--- src/rtl/imem_program_loader.sv ---
`timescale 1ns/1ps
// Byte-stream program loader: assembles {HI,LO} words into instruction memory,
// verifies a trailing XOR checksum and holds the CPU until a good image is resident.
module imem_program_loader #(
    parameter int DEPTH   = 256,
    parameter int TIMEOUT = 1024
) (
    input  logic        clk,
    input  logic        reset,
    input  logic        start,
    input  logic [7:0]  in_data,
    input  logic        in_valid,
    output logic        in_ready,
    output logic        imem_we,
    output logic [7:0]  imem_addr,
    output logic [15:0] imem_wdata,
    output logic        cpu_hold,
    output logic        done,
    output logic        error,
    output logic [7:0]  load_count
);

    localparam int TW = (TIMEOUT > 1) ? $clog2(TIMEOUT + 1) : 1;
    localparam logic [TW:0] TIMEOUT_V = (TW + 1)'(TIMEOUT);

    typedef enum logic [2:0] {
        IDLE, LEN_S, HI_S, LO_S, CHK_S, DONE_S, ERR_S
    } state_t;

    state_t        state;
    logic [7:0]    len;
    logic [7:0]    word_idx;
    logic [7:0]    hi_byte;
    logic [7:0]    checksum;
    logic [TW-1:0] timer;
    logic          xfer;
    logic          timed_out;
    logic          bad_len;
    logic          last_word;

    assign in_ready  = (state == LEN_S) || (state == HI_S) ||
                       (state == LO_S)  || (state == CHK_S);
    assign xfer      = in_valid && in_ready;
    // Fires on the idle cycle whose increment would make the count reach TIMEOUT.
    assign timed_out = (TIMEOUT != 0) && !xfer &&
                       (({1'b0, timer} + 1'b1) == TIMEOUT_V);
    assign bad_len   = (in_data == 8'd0) || ({24'd0, in_data} >= 32'(DEPTH));
    assign last_word = (word_idx == (len - 8'd1));

    always_ff @(posedge clk or posedge reset) begin
        if (reset) begin
            state      <= IDLE;
            len        <= '0;
            word_idx   <= '0;
            hi_byte    <= '0;
            checksum   <= '0;
            timer      <= '0;
            imem_we    <= 1'b0;
            imem_addr  <= '0;
            imem_wdata <= '0;
            cpu_hold   <= 1'b1;
            done       <= 1'b0;
            error      <= 1'b0;
            load_count <= '0;
        end else begin
            imem_we <= 1'b0;
            unique case (state)
                IDLE, DONE_S, ERR_S: begin
                    if (start) begin
                        state    <= LEN_S;
                        done     <= 1'b0;
                        error    <= 1'b0;
                        cpu_hold <= 1'b1;
                        timer    <= '0;
                    end
                end
                default: begin
                    if (xfer) begin
                        timer <= '0;
                    end else if (timed_out) begin
                        state <= ERR_S;
                        error <= 1'b1;
                    end else begin
                        timer <= timer + 1'b1;
                    end

                    if (xfer) begin
                        case (state)
                            LEN_S: begin
                                if (bad_len) begin
                                    state <= ERR_S;
                                    error <= 1'b1;
                                end else begin
                                    len        <= in_data;
                                    word_idx   <= '0;
                                    imem_addr  <= '0;
                                    load_count <= '0;
                                    checksum   <= in_data;
                                    state      <= HI_S;
                                end
                            end
                            HI_S: begin
                                hi_byte  <= in_data;
                                checksum <= checksum ^ in_data;
                                state    <= LO_S;
                            end
                            LO_S: begin
                                checksum   <= checksum ^ in_data;
                                imem_we    <= 1'b1;
                                imem_addr  <= word_idx;
                                imem_wdata <= {hi_byte, in_data};
                                word_idx   <= word_idx + 8'd1;
                                load_count <= load_count + 8'd1;
                                state      <= last_word ? CHK_S : HI_S;
                            end
                            CHK_S: begin
                                if (in_data == checksum) begin
                                    state    <= DONE_S;
                                    done     <= 1'b1;
                                    cpu_hold <= 1'b0;
                                end else begin
                                    state <= ERR_S;
                                    error <= 1'b1;
                                end
                            end
                            default: begin
                            end
                        endcase
                    end
                end
            endcase
        end
    end

endmodule

--- config.mk ---
export PLATFORM = sky130hd
export DESIGN_NAME = imem_program_loader
export DESIGN_NICKNAME = d
export VERILOG_FILES = /design/src/rtl/imem_program_loader.sv
export SDC_FILE = /design/constraint.sdc
export NUM_CORES = 1
export LEC_CHECK = 0
export CAP_MARGIN = 20
export CORE_MARGIN = 1.5
export CORE_UTILIZATION = 56
export DETAILED_ROUTE_END_ITERATION = 6
export GPL_TIMING_DRIVEN = 1
export PLACE_DENSITY = 0.9
export SYNTH_ARGS = -nofsm -noshare
export SYNTH_HDL_FRONTEND = slang
export SYNTH_SLANG_ARGS = --single-unit
--- constraint.sdc ---
create_clock -name clk -period 3.25 [get_ports clk]
set_input_delay 0.4875 -clock clk [delete_from_list [all_inputs] [get_ports clk]]
set_output_delay 0.4875 -clock clk [all_outputs]
set_load 0.05 [all_outputs]
; Word-level counts from Yosys, hierarchy flattened
; Cells that the tools add are included.
; Widths: inputs -> output; s select.
[word_totals]
register_bits = 82
inputBits = 12
output_inout_bits = 37
wordCells = 94
[op_classes]
addsub = 5
n_eq_ne = 12
muxes = 39
n_bitwise = 3
n_reduce_logical = 22
[op_table]
columns = op, n
row1 = $pmux 8 s2, 4
row2 = $mux 11, 4
row3 = $mux 3, 7
row4 = $mux 1, 19
row5 = $add 8x1->8 const B, 2
row6 = $eq 8x8->1, 2
row7 = $mux 8, 2
row8 = $reduce_and 4->1, 4
row9 = $add 11x1->12 const B, 1
row10 = $eq 12x11->1 const B, 1
row11 = $pmux 3 s4, 1
row12 = $add 11x1->11 const B, 1
row13 = $reduce_bool 2->1, 5
row14 = $eq 3x3->1 const B, 3
row15 = $logic_not 8->1, 1
row16 = $sub 8x1->8 const B, 1
row17 = $xor 8x8->8, 1
row18 = $eq 3x2->1 const B, 2
row19 = $reduce_and 3->1, 2
row20 = $ne 2x2->1 const B, 2
row21 = $eq 3x1->1 const B, 1
row22 = $logic_not 3->1, 1
row23 = $logic_or 1x1->1, 3
row24 = $ne 3x2->1 const B, 1
row25 = 8 further kinds, 10

; Longest topological paths before layout
[depth]
ltp_word = 13
depth_mapped = 8
ltp_nobuf = 8

; Worst setup path before layout
; No wires, ideal clock.
[synth_path]
kind = flip-flop to flip-flop
start = register timer[0]
end = register timer[3]
setup_time_ns = 0.124
arrival_time_ns = 2.032
t_required_ns = 3.126
slack_ns = 1.094
path_stages_with_launch = 9
path_buffers = 1
period_less_slack_ns = 2.156
path_cell_list = dfrtp_1 -> ha_1 -> nand2_1 -> or3_1 -> o2111ai_1 -> nor4_4 -> mux2_4 -> buf_6 -> a211o_1
[synth_between]
elab_chain_len = 5
[synth_rtl]
columns = item, line
row1 = start: declaration, 35  ; logic [TW-1:0] timer;
row2 = start signal: assignment, 84  ; timer <= timer + 1'b1;
row3 = $add 11x1->12, 46  ; (({1'b0, timer} + 1'b1) == TIMEOUT_V);
row4 = $eq 12x11->1, 46
row5 = $logic_and 1x1->1, 45  ; assign timed_out = (TIMEOUT != 0) && !xfer &&
row6 = $ne 3x2->1 (no line), --
row7 = $reduce_and 2->1 (no line), --
; Several ways; a longest one is shown, not always the timed one. The select of a mux whose other input is x is not followed.
; A chain may end at the register's enable or synchronous reset.

; Final worst setup path
[layout_path]
start = register state[0]
end = output port in_ready
[layout_between]
elab_chain_len = 4
[layout_rtl]
columns = item, line
row1 = start: declaration, 30  ; state_t state;
row2 = start signal: assignment, 114  ; state <= last_word ? CHK_S : HI_S;
row3 = $eq 3x1->1 or $eq 3x2->1 (tied branches), 41  ; assign in_ready = (state == LEN_S) || (state == HI_S) ||
row4 = $logic_or 1x1->1 (2 in series), 41
row5 = $logic_or 1x1->1 *, 42  ; (state == LO_S) || (state == CHK_S);
row6 = end: declaration, 13  ; output logic in_ready,
; Mark *: on every way between the ends. The rest lies on a longest branch, timed or not.

==> metrics <==
post-route DRC violation count=0; maxcap violations=0; CP peak stage delay=830 ps; TritonCTS clock tree=built; vias=3440; Startpoint Class=flip-flop; H-Tree Depth=3; maximum vdd drop=0.0006377 V; Worst slew margin=38.80%; final setup TNS=0 ps; syn_area_per_cell=9.715 um^2; die width=roughly 91 um; full die area=8274 um^2; drt first pass iters=5; 1st-iter DRT viols=approximately 270; Crit Path Class=flip-flop to primary output; worst path arrival time=between 2000 and 2500 ps; status=complete, no violations; io pins=roughly 50; syn_nets=around 460; CP max stage cell=clkdlybuf4s50_1; Hold Fails Final Rpt=0; Sink Count=82; clock buffer count from CTS=9; RSZ-0062 raised after global routing=false; Largest delay share family, worst path=buffers and inverters; Pwr Density=939.3 nW/um^2; Register Area=just over 2000 um^2; total global routing overflow=0; Synth Flop Type=dfrtp_1; crit end category=primary output; # diodes=0; Leak=roughly 2.2 nW; footprint of the multi-input gates=just over 2000 um^2; Synth Register Bits=between 80 and 90; core area=about 7400 um^2; WL final=9212 um; Die Height=around 90 um; Peak Freq=0.3692 GHz; EDFF count, synth=0; layout cell share with drive strength beyond 1=10.08%; Initial Utilization=approximately three fifths; Tcrit/Tclk final=83.34%; initial antenna violation count=0; Seq/Total Area, Yosys=47.39%; Placed Area=4821 um^2; FP Rows=31; Avg WL per Cell=15.75 um; gr busiest metal=met2; Hold Path Class=flip-flop to flip-flop; Total Nets Final=around 500; Post-CTS Setup Bufs=0; post-route ant nets=0; Async SR Flop Fraction=100.0%; Syn-to-layout area delta=15.88%; Setup Skew=about 7.8 ps; Tmin final=2709 ps; Worst Path Required=roughly 2800 ps; pin count of the biggest net entering global routing=49; met2 GRT Util=37.94%; crit path buf inv count=1; worst-skew pair later-pin latency=360 ps; Max Slew Vio Count=0; clk slew on worst S/H paths=90 ps; total track usage=about a quarter; vias in the first global route=3303; CTS max path bufs=2; Finished Cell Area=~5000 um^2; Fill cells=545; first-pass GRT wire length=around 16000 um; clock root cell=clkbuf_8; cells after synthesis=446; met1 Use GR=31.33%; count of yosys warnings during synthesis=0; # hold bufs at CTS=0; synth unique cells=63; Setup Viol. Count Final=0; CP cell instances=nor2_1 -> xnor2_1 -> clkdlybuf4s50_1; vias per cell=5.880; DP Wirelength=6471 um; M3 GR Usage=between 4 and 5%; RePlAce Congestion=0.8790; cells resized by post-CTS repair=0; Worst Max-Slew Pin Slew=914.6 ps; Cell Area, Synth=4333 um^2; IO Port Bufs=48; CP Max Fanout=14
==> metal layers <==
layer / vias to the layer above / routed length [um]
met4: 0 / 181
met2: 113 / 4579
met1: 1684 / 4008
li1: 1625 / -
met5: - / 0
met3: 18 / 442
==> layout by cell type, fill, tap and decap left out, types with 3 or more instances in the layout <==
master / netlist / routed
nand2_1: 84 / 84
dfrtp_1: 81 / 81
clkdlybuf4s50_1: 0 / 48
a21oi_1: 31 / 31
nor2_1: 22 / 22
xor2_1: 20 / 20
o21ai_0: 15 / 15
xnor2_1: 14 / 14
a22o_1: 12 / 12
mux2i_1: 11 / 11
mux2_2: 11 / 11
nor3_1: 11 / 10
inv_1: 10 / 9
nand4_1: 9 / 9
clkbuf_8: 1 / 9
nand3_1: 8 / 8
nor4_1: 7 / 7
nand2b_1: 5 / 5
ha_1: 5 / 5
buf_4: 6 / 5
a21o_1: 4 / 4
nor2b_1: 3 / 3
and3_1: 3 / 3
or3_1: 3 / 3
and4_1: 3 / 3
o22ai_1: 3 / 3
mux2_1: 3 / 3
==> final cells by class <==
cell class | instances | share of cell area, %
flip-flops and latches | 82 | 40.89
well taps | 99 | 2.467
clock buffers | 9 | 2.467
multi-input cells | 323 | 41.09
clock inverters | 7 | 1.520
repair buffers | 54 | 10.72
inverters | 11 | 0.8472
==> worst register-to-register path, stage by stage, from the launching register on <==
cell	delay, ps
dfrtp_1	490
ha_1	310
nand2_1	130
o21ai_0	230
o2111ai_1	200
nor4_4	500
nor2_2	120
a221o_1	380
==> sequential cells by signal, summed over array words and instances (netlist names) <==
register	count
checksum	8
len	8
timer	11
word_idx	8
cpu_hold	1
imem_we	1
error	1
state	3
imem_addr	8
imem_wdata	16
load_count	8
done	1
hi_byte	8
==> cells in the mapped netlist (all sizes together) (4+ instances only) <==
master   n  area share, %
mux2i   11            2.5
nand4    9            1.3
nor3    12            1.5
and3     4           0.61
mux2    16            4.3
ha       5            1.4
nor2    24            2.2
xor2    20            4.0
a21oi   31            3.6
nor4     9            1.8
xnor2   14            2.8
buf     18            2.9
nand2b   5           0.72
nand2   84            7.3
inv     10           0.87
clkbuf  12            1.3
dfrtp   81             47
nand3    8           0.92
a21o     4           0.69
o21ai   16            1.8
a22o    12            2.4
==> report_power, final <==
group	switching [W]	internal, W	total [W]
Clock	0.000391	0.000360	0.000751
Combinational	0.00133	0.000856	0.00219
Sequential	0.000394	0.00138	0.00178
==> kinds of logic (layout without fill, tap and decap cells) <==
logic type      count (synthesis)  in the layout  synth area share [%]
simple gates                  172            172                 19.38
compound gates                 85             85                 12.94
xor+xnor                       34             34                 6.873
flops                          82             82                 47.39
buf+inv                        41             81                 5.111
fa+ha+maj                       5              5                 1.444
mux                            27             27                 6.873
==> final timing paths <==
| check | end | cells after the start | startpoint | slack (ps) |
|---|---|---|---|---|
| max in group asynchronous | len[6] | 3 | reset | 2090 |
| hold / removal | imem_wdata[9] | 2 | hi_byte[1] | 470 |
| setup / recovery | in_ready | 3 | state[0] | 540 |
| min in group asynchronous | timer[7] | 2 | reset | 500 |
| setup reg to reg | timer[10] | 7 | timer[0] | 780 |
| hold reg to reg | imem_wdata[9] | 2 | hi_byte[1] | 470 |
==> metrics by stage <==
stage | instances | hold slack [ps] | setup WS, ps | utilization [%] | total power, W
2_1_floorplan | 446 | 434.8 | 655.7 | - | 0.003359
3_3_place_gp | 569 | 444.6 | 580.2 | 65.42 | 0.003885
3_5_place_dp | 569 | 455.3 | 490.0 | 65.42 | 0.003970
4_1_cts | 585 | 475.3 | 527.2 | 68.13 | 0.004732
5_1_grt | 585 | 502.6 | 468.7 | 68.13 | 0.004994
6_report | 585 | 473.3 | 541.4 | 68.13 | 0.004716
No activity file was read; power rests on OpenSTA's default activity.
